`config.mk`:
```
export PLATFORM = sky130hd
export DESIGN_NAME = instr_fetch_arbiter
export DESIGN_NICKNAME = d
export VERILOG_FILES = /design/src/rtl/proc_pkg.sv /design/src/rtl/fetch_rr_pick.sv /design/src/rtl/instr_fetch_arbiter.sv
export SDC_FILE = /design/constraint.sdc
export NUM_CORES = 1
export LEC_CHECK = 0
export BUFFER_PORTS_ARGS = -buffer_cell sky130_fd_sc_hd__buf_2
export CELL_PAD_IN_SITES_DETAIL_PLACEMENT = 1
export CELL_PAD_IN_SITES_GLOBAL_PLACEMENT = 1
export CORE_UTILIZATION = 40
export CTS_CLUSTER_SIZE = 16
export DETAILED_ROUTE_END_ITERATION = 16
export PLACE_DENSITY = 0.91
export SETUP_SLACK_MARGIN = 0.15
export SLEW_MARGIN = 25
export SYNTH_ARGS = -nofsm -noshare
export SYNTH_HDL_FRONTEND = slang
export SYNTH_SLANG_ARGS = --single-unit
```
`constraint.sdc`:
```
create_clock -name clk -period 6.95 [get_ports clk]
set_input_delay 0.695 -clock clk [delete_from_list [all_inputs] [get_ports clk]]
set_output_delay 0.695 -clock clk [all_outputs]
set_load 0.005 [all_outputs]
```
`src/rtl/proc_pkg.sv`:
```
// proc_pkg: definitions shared by instr_mem, the core decoder and the
// instruction fetch arbiter.
//   WIDTH_IN   default instruction address width
//   WIDTH_OUT  default instruction word width
//   OPCODE_W   opcode field width; the opcode sits in the top OPCODE_W bits
//              of an instruction word, i.e. [width_out-1 -: OPCODE_W]
//   opcode_t   opcode constants (nop, endop)
package proc_pkg;

  localparam int unsigned WIDTH_IN  = 12;
  localparam int unsigned WIDTH_OUT = 17;
  localparam int unsigned OPCODE_W  = 5;

  typedef enum logic [OPCODE_W-1:0] {
    OP_NOP   = 5'd28,
    OP_ENDOP = 5'd31
  } opcode_t;

  function automatic logic is_endop(input logic [OPCODE_W-1:0] op);
    return op == OP_ENDOP;
  endfunction

endpackage

```
`src/rtl/fetch_rr_pick.sv`:
```
// fetch_rr_pick: combinational cyclic first-one finder.
//   eligible  in   n      request mask
//   rr_ptr    in   idx_w  index where the search starts
//   winner    out  idx_w  first set index at or after rr_ptr (wrapping)
//   found     out  1      at least one eligible bit was set
module fetch_rr_pick #(
  parameter int unsigned n     = 4,
  parameter int unsigned idx_w = 2
) (
  input  logic [n-1:0]     eligible,
  input  logic [idx_w-1:0] rr_ptr,
  output logic [idx_w-1:0] winner,
  output logic             found
);

  int unsigned       idx;
  logic [idx_w-1:0]  sel;

  always_comb begin
    winner = '0;
    found  = 1'b0;
    idx    = 0;
    sel    = '0;
    for (int unsigned k = 0; k < n; k++) begin
      idx = (32'(rr_ptr) + k) % n;
      sel = idx_w'(idx);
      if (!found && eligible[sel]) begin
        found  = 1'b1;
        winner = sel;
      end
    end
  end

endmodule

```
`src/rtl/instr_fetch_arbiter.sv`:
```
// instr_fetch_arbiter: shares the single read port of instr_mem between
// n_cores near-lockstep cores. One fetch address is granted per cycle with
// round-robin priority; every other eligible core presenting the same
// address rides along on that grant. The registered memory word (1-cycle
// latency) is routed back two cycles after the grant.
//   clk, rst     clock, synchronous active-high reset
//   core_en      per-core participation enable
//   core_req     per-core fetch request, held until that core's core_valid
//   core_addr    flat per-core fetch addresses
//   core_instr   flat per-core last delivered instruction
//   core_valid   per-core one-cycle delivery pulse
//   core_done    per-core sticky "endop received"
//   done_all     every enabled core done (and at least one enabled)
//   mem_addr     to instr_mem.addr1
//   mem_data     from instr_mem.instr_out
module instr_fetch_arbiter
  import proc_pkg::*;
#(
  parameter int unsigned n_cores   = 4,
  parameter int unsigned width_in  = WIDTH_IN,
  parameter int unsigned width_out = WIDTH_OUT
) (
  input  logic                          clk,
  input  logic                          rst,
  input  logic [n_cores-1:0]            core_en,
  input  logic [n_cores-1:0]            core_req,
  input  logic [n_cores*width_in-1:0]   core_addr,
  output logic [n_cores*width_out-1:0]  core_instr,
  output logic [n_cores-1:0]            core_valid,
  output logic [n_cores-1:0]            core_done,
  output logic                          done_all,
  output logic [width_in-1:0]           mem_addr,
  input  logic [width_out-1:0]          mem_data
);

  localparam int unsigned idx_w = (n_cores > 1) ? $clog2(n_cores) : 1;

  logic [n_cores-1:0]  busy;
  logic [n_cores-1:0]  grant_q;
  logic [n_cores-1:0]  eligible;
  logic [n_cores-1:0]  served;
  logic [idx_w-1:0]    rr_ptr;
  logic [idx_w-1:0]    rr_next;
  logic [idx_w-1:0]    winner;
  logic                found;
  logic [width_in-1:0] win_addr;
  logic [width_in-1:0] last_addr;
  logic                data_endop;

  assign eligible = core_en & core_req & ~busy & ~core_done;

  fetch_rr_pick #(
    .n     (n_cores),
    .idx_w (idx_w)
  ) u_pick (
    .eligible (eligible),
    .rr_ptr   (rr_ptr),
    .winner   (winner),
    .found    (found)
  );

  // Broadcast: everyone eligible with the winner's address shares the grant.
  always_comb begin
    win_addr = '0;
    served   = '0;
    for (int unsigned i = 0; i < n_cores; i++) begin
      if (idx_w'(i) == winner)
        win_addr = core_addr[i*width_in +: width_in];
    end
    if (found) begin
      for (int unsigned i = 0; i < n_cores; i++) begin
        served[i] = eligible[i] &&
                    (core_addr[i*width_in +: width_in] == win_addr);
      end
    end
  end

  assign rr_next = (winner == idx_w'(n_cores - 1)) ? '0 : winner + idx_w'(1);

  // Idle cycles keep the previous address on the memory port.
  assign mem_addr = rst ? '0 : (found ? win_addr : last_addr);

  assign data_endop = is_endop(mem_data[width_out-1 -: OPCODE_W]);

  always_ff @(posedge clk) begin
    if (rst) begin
      busy       <= '0;
      grant_q    <= '0;
      rr_ptr     <= '0;
      last_addr  <= '0;
      core_instr <= '0;
      core_valid <= '0;
      core_done  <= '0;
      done_all   <= 1'b0;
    end else begin
      if (found) begin
        rr_ptr    <= rr_next;
        last_addr <= win_addr;
      end
      // served is empty without a grant, so grant_q clears on idle cycles.
      grant_q <= served;
      // Bits being set (served) are never busy, bits being cleared (grant_q)
      // are always busy, so the two updates never collide.
      busy       <= (busy & ~grant_q) | served;
      core_valid <= grant_q;
      if (data_endop)
        core_done <= core_done | grant_q;
      for (int unsigned i = 0; i < n_cores; i++) begin
        if (grant_q[i])
          core_instr[i*width_out +: width_out] <= mem_data;
      end
      done_all <= (core_en != '0) && ((core_en & ~core_done) == '0);
    end
  end

endmodule

```
==> results.txt, run 1 <==
- Clock tree synthesis selected as its root buffer the cell sky130_fd_sc_hd__clkbuf_16.
* Fillers: approximately 1500
- Total routed wirelength: about 18000 um
- Total routing resource utilization after global routing: 27.9%
* Net count reported at finish: 798
- Overall die area: 0.0128 mm^2
- TritonCTS built the clock tree.
- Leading cell types in the layout, fill and taps excluded: sky130_fd_sc_hd__buf_2 (163), sky130_fd_sc_hd__dfxtp_1 (98), sky130_fd_sc_hd__nor2_1 (97), sky130_fd_sc_hd__mux2i_1 (67), sky130_fd_sc_hd__nand2_1 (29)
* Met3 global-route usage: 4.23%
- Maximum number of pins on one net before global-route repair: 100
- Critical path's slowest cell: sky130_fd_sc_hd__or2_0
- In this run the tightest slew margin relative to its limit is 33.9%.
- Initial Utilization: 41.2%
* Met1 global-route usage: 32.6%
- Req. time, crit path: 6.25 ns
- For this run, the number of Yosys warnings is 0.
- Result of the run: finished, final reports clean
- For this run, asynchronously set or reset flops after synthesis account for 0%.
- Number of synthesized flops with an enable pin: 0
- Setup repair after global routing missed its margin: false
- After floorplanning, the core was sized to cover 0.0120 mm^2.
* Min Tclk post-route: 5.36 ns
- Grouping stages by cell kind, the critical path spends the most delay in simple AND/OR/NAND/NOR gates.
- Worst-Margin Slew: 0.992 ns
- Peak per-stage delay on the critical path: roughly 0.70 ns
- Maximum clock skew at final layout: 0.00699 ns
- Counting along the longest clock path gives a buffer depth of 2.
* Antenna diode count: 0
- First-pass GRT wire length: 27300 um
- The largest total area in the synthesized netlist belongs to sky130_fd_sc_hd__dfxtp_1.
- Commonest register cell after synthesis: sky130_fd_sc_hd__dfxtp_1
* Vert. Die Dim: between 100 and 150 um
- The number of hold-slack violations in the final timing report came to 0.
* Post-route standard cell area excluding fillers: 0.00614 mm^2
- Hold repair after CTS inserted 0 buffers.
- Cell area after synthesis: 0.00495 mm^2
- Main area contributors after synthesis: sky130_fd_sc_hd__dfxtp_1 (40%), sky130_fd_sc_hd__mux2i_1 (14%), sky130_fd_sc_hd__nor2_1 (7.4%)
- After clock tree synthesis, the setup repair step added 0 buffers.
* Cell count after synthesis: 570
- The worst setup path is captured at a primary output.
- Num CTS Buffers: 9
- Most Crowded Layer GR: met2
* Drt via density: 5.79
* Endpoint arrival time on the critical path: roughly 4.7 ns
* Largest fanout on the critical path: 27
- Walking the worst path, the cells encountered are buf_2 > nor4bb_1 > nor2_1 > nand3_1 > and2_1 > ha_1 > buf_4 > or2_0 > a221oi_1 > or2_2 > a211oi_1 > buf_2.
* Final GP Congestion: 0.994
* Final HPWL DP: 13300 um
* Ratio of final minimum period to clock period: 77.1%
- Register area share after synthesis: 40.1%
* Crit Path Category: in2out
- Cell Rows: 40
* Accumulated negative setup slack: 0 ns
- Max-cap violations in this run came to 0.
- The via count of the first global-routing pass came to ~5100.
- During I/O placement, the number of pins put on the boundary was around 160.
- Initial DRC Count: approximately 280
- Met2 Track Usage GR: about 50%
- Power spread over the standard cell area amounts to between 200 and 250 mW/mm^2.
- Share of post-route cells with drive strength above 1: 26.8%
* Number of vias in the routed layout: 5037
* Cells resized by post-CTS repair: 0
- During placement, the flow inserted port buffers numbering 163.
- Area after DPL: 0.00588 mm^2
- Each instance of the synthesized netlist takes up on average just under 9 um^2.
- Initial antenna violation count: 0
- IR analysis of the VDD net gives a maximum drop of 0.143 mV.
- Finish-stage setup viols: 0
* Type of element launching the critical path: input pin
- Worst-path clk slew: 0.06 ns
- Summing all flip-flop and latch instances after layout gives 0.00198 mm^2.
- Of the post-synthesis cell area, the dominant cell type holds 40.1%.
- Buf/Inv on CP: 3
- On the final layout, the worst hold slack is 0.460 ns.
- Hold Crit Class: reg2reg
- The clock drives about 100 sinks.
- Number of remaining DRC errors: 0
- Based on the critical path, the design can be clocked at up to 187 MHz.
- # H-tree levels: 3
- Post-DRT Antenna Nets: 0
- The number of nets handed over by synthesis was 649.
- Clock latency on the worst-skew pair: 0.34 ns
* Residual overflow from global routing: 0
- Pins Over Slew Limit: 0
* Worst reg2reg path startpoint: core_done[3]$_SDFFE_PP0N_
* Count of distinct cell types in the synthesized netlist: 63
- Summing all multi-input logic gate instances after layout gives 0.00278 mm^2.
- Synth-to-layout area growth: 24.2%
- The die is 113 um wide.
- 1st-pass router iterations: 6
- Number of register bits inferred by synthesis: 99
- In this run the most critical hold path is launched from last_addr[8]$_DFF_P_.
- Worst path most repeated cell: sky130_fd_sc_hd__buf_2
* Routed wire length per instance: 20.5 um
- For this design the static power due to leakage is 2.55 nW.
- The library cell used most frequently in the layout, excluding fill and tap cells, is sky130_fd_sc_hd__buf_2.
- Worst setup path startpoint: core_en[1]
==> cells in the mapped netlist (3+ instances only) <==
library cell / instances
sky130_fd_sc_hd__a21oi_1: 20
sky130_fd_sc_hd__nand3b_1: 8
sky130_fd_sc_hd__mux2i_1: 67
sky130_fd_sc_hd__nor4b_1: 4
sky130_fd_sc_hd__ha_1: 4
sky130_fd_sc_hd__a221oi_1: 4
sky130_fd_sc_hd__and3_1: 5
sky130_fd_sc_hd__a221o_1: 5
sky130_fd_sc_hd__nor2b_1: 15
sky130_fd_sc_hd__dfxtp_1: 99
sky130_fd_sc_hd__xnor2_1: 14
sky130_fd_sc_hd__a22oi_1: 3
sky130_fd_sc_hd__buf_2: 4
sky130_fd_sc_hd__nand2_1: 29
sky130_fd_sc_hd__nor2_1: 97
sky130_fd_sc_hd__nand4_1: 8
sky130_fd_sc_hd__nor3_1: 22
sky130_fd_sc_hd__o22ai_1: 6
sky130_fd_sc_hd__or3_1: 5
sky130_fd_sc_hd__nor4_1: 7
sky130_fd_sc_hd__o21ai_0: 23
sky130_fd_sc_hd__inv_1: 17
sky130_fd_sc_hd__nand3_1: 5
sky130_fd_sc_hd__nand2b_1: 6
sky130_fd_sc_hd__a21boi_0: 3
sky130_fd_sc_hd__nand4b_1: 5
sky130_fd_sc_hd__o32ai_1: 3
sky130_fd_sc_hd__o21a_1: 6
sky130_fd_sc_hd__clkbuf_1: 26
==> final timing paths <==
check                          to  depth (start not counted)  slack, ns
max reg2reg    busy[0]$_SDFF_PP0_                         13       2.22
min          last_addr[8]$_DFF_P_                          2       0.46
max                   mem_addr[4]                         12       1.59
min reg2reg  last_addr[8]$_DFF_P_                          2       0.46
==> per-stage QoR <==
step / instances / setup WS, ns / util, % / total power, mW
floorplan: 570 / 2.87 / - / 0.879
global placement: 855 / 1.98 / 48.9 / 1.01
detailed placement: 855 / 1.69 / 48.9 / 1.02
CTS: 870 / 1.66 / 51.2 / 1.47
global route: 870 / 1.31 / 51.2 / 1.54
finish: 870 / 1.59 / 51.2 / 1.47
==> cell families after synthesis <==
kind of cell	synth area share, %
flip-flops	40.1
AO/OA/AOI/OAI	14.9
multiplexers	14.0
AND/OR/NAND/NOR	23.4
XOR/XNOR	2.83
buffers and inverters	3.82
adder cells (fa/ha/maj)	1.01
==> power by group <==
group          leakage, nW  switching [mW]  internal, mW
Clock                0.124           0.215         0.241
Combinational         1.62           0.267         0.162
Sequential           0.801         0.00637         0.582
==> layer usage <==
layer	part of all wire, %	wire (um)
met1	41	7380
met3	4.2	748
met5	0	0
met2	50	8950
met4	4.3	766
==> flip-flops by register name (all words and copies together) (netlist names) <==
signal      flops
grant_q         4
done_all        1
last_addr      12
rr_ptr          2
core_done       4
busy            4
core_valid      4
core_instr     68
==> tightest hold or removal path, stage by stage (launching register included) <==
cell and delay (ns):
sky130_fd_sc_hd__dfxtp_1 0.30, sky130_fd_sc_hd__nand2_1 0.05, sky130_fd_sc_hd__a21oi_1 0.06
==> final cells by class <==
class	count	area share, %
clock buffers	9	3.67
multi-input cells	422	45.2
inverters	17	1.04
repair buffers	170	14.1
clock inverters	6	0.672
well taps	147	2.99
flip-flops and latches	99	32.3
(Power assumes the default switching activity.)
==> run 2, diff against run 1 <==
ABC_AREA = 1   (was default)
CORE_UTILIZATION = 35   (was 40)
PLACE_DENSITY = 0.85   (was 0.91)
clock period = 5.4 ns   (was 6.95 ns; I/O delays follow)
==> results.txt, run 2 <==
* Num CTS Buffers: 9 (unchanged)
- Setup repair after global routing left no endpoint under its margin.
- The H-tree depth is 3 (unchanged).
- Commonest non-fill, non-tap cell in the layout: sky130_fd_sc_hd__nand2_1
- After synthesis, the most frequently instantiated cells are sky130_fd_sc_hd__nand2_1 (209), sky130_fd_sc_hd__dfxtp_1 (99), sky130_fd_sc_hd__inv_1 (79).
* Final design utilization: 44.6% (-6.5 points)
* Max VDD drop: 0.375 mV (+160%)
* Cell count after synthesis: 749 (+31%)
- Number of vias in the routed layout: 5442 (+8.0%)
- Worst-path clk slew: 0.07 ns (about the same)
- The share of flip-flops with an asynchronous set or reset came to 0% (unchanged).
* Pins Over Slew Limit: 0 (unchanged)
* Number of top-level pins: 164 (unchanged)
- Commonest register cell after synthesis: sky130_fd_sc_hd__dfxtp_1
* Most flop-heavy register: core_instr
- The overall die height is 121 um (+7.3%).
- TritonCTS Sinks: 99 (unchanged)
* Width of the die: 121 um (+7.3%)
- Final GP Congestion: 0.936 (-5.8%)
* Number of synthesized flops with an enable pin: 0 (unchanged)
- The number of flip-flops in the largest register is 68 (unchanged).
- The hold path depth is 2 (unchanged).
* Finish-stage setup viols: 0 (unchanged)
- Accumulated negative setup slack: 0 ns (unchanged)
* Total nets after synthesis: 828 (+28%)
- Type of element launching the critical path: register
- The starting density of the core was 36.0% (-5.2 points).
* Worst-Margin Slew: 0.820 ns (-0.171 ns)
- Ratio of final minimum period to clock period: 80.3%
* First-pass GRT wire length: 27300 um (-0.27%)
* Cell at the root of the clock tree: sky130_fd_sc_hd__clkbuf_16
- Worst reg2reg path startpoint: rr_ptr[0]$_SDFFE_PP0N_
* Part of the power in combinational logic: 66.9% (+38 points)
- Startpoint of the lowest-slack hold path: core_instr[62]$_SDFFE_PP0P_
- The post-synthesis cell type count came to 34 (-46%).
- The critical path is of the reg2out type.
- Final hold vios: 0 (unchanged)
* Leading cell types in the layout, fill and taps excluded: sky130_fd_sc_hd__nand2_1 (209), sky130_fd_sc_hd__buf_2 (163), sky130_fd_sc_hd__dfxtp_1 (97), sky130_fd_sc_hd__inv_1 (79), sky130_fd_sc_hd__o21ai_0 (76)
- In this run the critical register-to-register path is captured at busy[2]$_SDFF_PP0_.
- Area of the core: 0.0139 mm^2 (+16%)
* Maximum number of pins on one net before global-route repair: 49 (-51%)
* Max Clk Rate: ~230 MHz
* Routed wire length per instance: 15.8 um (-23%)
* Buffers on Ports: 163 (unchanged)
* Synth Area per Inst: 6.67 um^2 (-23%)
- Post-DRT Antenna Nets: 0 (unchanged)
- Final HPWL DP: 13200 um (-0.77%)
- Via count of the first global-routing pass: 5315 (+4.2%)
- The die outline area is 0.0147 mm^2 (+15%).
* Residual overflow from global routing: 0 (unchanged)
- Endpoint arrival time on the critical path: 3.80 ns (-0.86 ns)
- The reg-to-reg setup timing slack is 1.49 ns (-0.73 ns).
* Worst-case reg-to-reg path depth: 19 (+6)
* Share of post-route cells with drive strength above 1: 24.2% (-2.6 points)
* Buffer depth of the longest clock path: 2 (unchanged)
* Main area contributors after synthesis: sky130_fd_sc_hd__dfxtp_1 (40%), sky130_fd_sc_hd__nand2_1 (16%), sky130_fd_sc_hd__o21ai_0 (7.6%)
- The switching portion of total power was 53.9% (+21 points).
* Result of the run: finished, final reports clean
- Cell internal pwr: 2.02 mW (+110%)
- The warning count from the yosys run is 0 (unchanged).
- Cells resized by post-CTS repair: 0 (unchanged)
- The worst path required time is 4.86 ns (-1.39 ns).
- The count of state elements after synthesis was 99 (unchanged).
- Largest registers in the final layout: core_instr (68), last_addr (12)
- TritonCTS clock tree: built
- Net count reported at finish: 974 (+22%)
- The static power due to leakage came to 3.29 nW (+29%).
- The share of synthesized area occupied by flip-flops and latches came to 39.7% (-0.36 points).
- In this run the worst hold path is classified as reg2reg.
- Most frequently used cell type in the post-synthesis netlist: sky130_fd_sc_hd__nand2_1
- The routed design could run at a clock period as short as about 4.3 ns.
* 1st-pass router iterations: 4 (-2)
- Hold-fix buffer count after cts: 0 (unchanged)
* Slew HR: 44.8% (+11 points)
* Endpoint class of the critical path: primary output
* Number of remaining DRC errors: 0 (unchanged)
- The detail-routed via count per cell came to 5.03 (-13%).
* Largest fanout on the critical path: 13 (-52%)
* Clock share of power: 14.6% (-16 points)
- WHS Endpoint: core_instr[62]$_SDFFE_PP0P_
- Initial DRC Count: 241 (-13%)
- The ratio of total power to cell area came to 707 mW/mm^2 (+200%).
- The number of maximum-capacitance constraint violations came to 0 (unchanged).
- Cell Rows: 43 (+7.5%)
- The initial antenna violation count came to 1 (+1).
- The setup clock skew after layout was 0.0144 ns (+0.00739 ns).
- Switching power total: 2.36 mW (+380%)
- The source-to-sink clock delay at the later pin of the worst-skew pair was 0.35 ns (about the same).
* Final-layout worst hold slack: 0.460 ns (+0.000211 ns)
* Leading area contributor after synthesis: sky130_fd_sc_hd__dfxtp_1
- The area growth from synthesis to layout is 24.0%.
* Top-area cell type share of the netlist area: 39.7% (-0.36 points)
- Cell area after synthesis: 0.00499 mm^2 (+0.91%)
- The number of setup buffers added after CTS was 0 (unchanged).
- Total routed wirelength: 17100 um (-4.0%)
* Sequential Power Share: 18.5% (-22 points)
- Total routing resource utilization after global routing: 23.9% (-4.0 points)
[run 2: changes by cell type in the layout (fill, tap and decap cells not counted), moves of 13 or more]
cell | previous run | this run
sky130_fd_sc_hd__mux2i_1 | 67 | 0
sky130_fd_sc_hd__a21oi_1 | 20 | 59
sky130_fd_sc_hd__nor2b_1 | 15 | 0
sky130_fd_sc_hd__nand2_2 | 0 | 14
sky130_fd_sc_hd__xnor2_1 | 14 | 1
sky130_fd_sc_hd__inv_1 | 17 | 79
sky130_fd_sc_hd__nand2_1 | 29 | 209
sky130_fd_sc_hd__nor3_1 | 22 | 2
sky130_fd_sc_hd__nor2_1 | 97 | 59
sky130_fd_sc_hd__o21ai_0 | 23 | 76
sky130_fd_sc_hd__nand3_1 | 5 | 70
[run 2: how the worst max path moves through the flow]
| stage | start | end | cells after the start |
|---|---|---|---|
| finish | rr_ptr[0]$_SDFFE_PP0N_ | mem_addr[8] | 18 |
| global route | rr_ptr[0]$_SDFFE_PP0N_ | mem_addr[8] | 18 |
| CTS | rr_ptr[0]$_SDFFE_PP0N_ | mem_addr[8] | 18 |
| detailed placement | core_en[0] | mem_addr[9] | 19 |
| global placement | core_en[3] | mem_addr[1] | 19 |
| floorplan | core_en[2] | mem_addr[8] | 17 |
[run 2: layout make-up]
cell class / instances / area, um^2
Antenna cell: 1 / 2.50
Clock buffer: 9 / 225
Clock inverter: 7 / 70.1
Fill cell: 1929 / 7690
Inverter: 85 / 319
Multi-Input combinational cell: 534 / 2530
Sequential cell: 99 / 1980
Tap cell: 180 / 225
Timing Repair Buffer: 166 / 838
[run 2: routing by layer]
metal | GRT usage, % | share of wire (%) | vias up
met2 | 39.4 | 46 | 153
met3 | 4.37 | 5.3 | 27
met1 | 30.9 | 46 | 2553
met5 | 0 | 0 | -
met4 | 8.87 | 2.6 | 0
li1 | - | - | 2709
[run 2: logic make-up (layout without fill, tap and decap cells)]
logic type | Yosys count | in the layout | share of synthesized area [%]
XOR/XNOR | 2 | 2 | 0.727
other | 0 | 1 | 0
adder cells (fa/ha/maj) | 4 | 4 | 1.00
AND/OR/NAND/NOR | 381 | 381 | 33.6
flip-flops | 99 | 99 | 39.7
buffers and inverters | 116 | 267 | 9.67
AO/OA/AOI/OAI | 147 | 147 | 15.3
[run 2: critical path, stage by stage (launching register included)]
cell and delay, ns:
sky130_fd_sc_hd__dfxtp_1 0.60, sky130_fd_sc_hd__inv_2 0.13, sky130_fd_sc_hd__nand3_1 0.14, sky130_fd_sc_hd__nand3_1 0.12, sky130_fd_sc_hd__nand2_2 0.12, sky130_fd_sc_hd__nand2_1 0.07
sky130_fd_sc_hd__inv_2 0.07, sky130_fd_sc_hd__nand3_2 0.29, sky130_fd_sc_hd__nand2_1 0.27, sky130_fd_sc_hd__inv_1 0.09, sky130_fd_sc_hd__ha_1 0.41, sky130_fd_sc_hd__inv_2 0.29
sky130_fd_sc_hd__nand3_1 0.10, sky130_fd_sc_hd__nand2_1 0.11, sky130_fd_sc_hd__nand2_1 0.14, sky130_fd_sc_hd__nand2_2 0.14, sky130_fd_sc_hd__o21ai_2 0.07, sky130_fd_sc_hd__nor2_1 0.13
sky130_fd_sc_hd__buf_2 0.14
[run 2: power groups by stage]
stage	Clock [mW]	Combinational [mW]	Sequential, mW
after floorplan	0	2.22	0.805
final	0.640	2.93	0.812
after detailed placement	0	2.91	0.829
after global routing	0.687	3.34	0.816
after global placement	0	2.86	0.827
after CTS	0.653	2.93	0.812
[run 2: metrics by stage]
step / instances / total power [mW] / setup slack, ns / area, um^2
final: 1081 / 4.38 / 1.06 / 6190
after global placement: 1064 / 3.69 / 1.37 / 5890
after floorplan: 749 / 3.02 / 2.37 / 4990
after detailed placement: 1064 / 3.74 / 1.26 / 5890
after CTS: 1080 / 4.39 / 1.05 / 6190
after global routing: 1081 / 4.84 / 0.729 / 6190
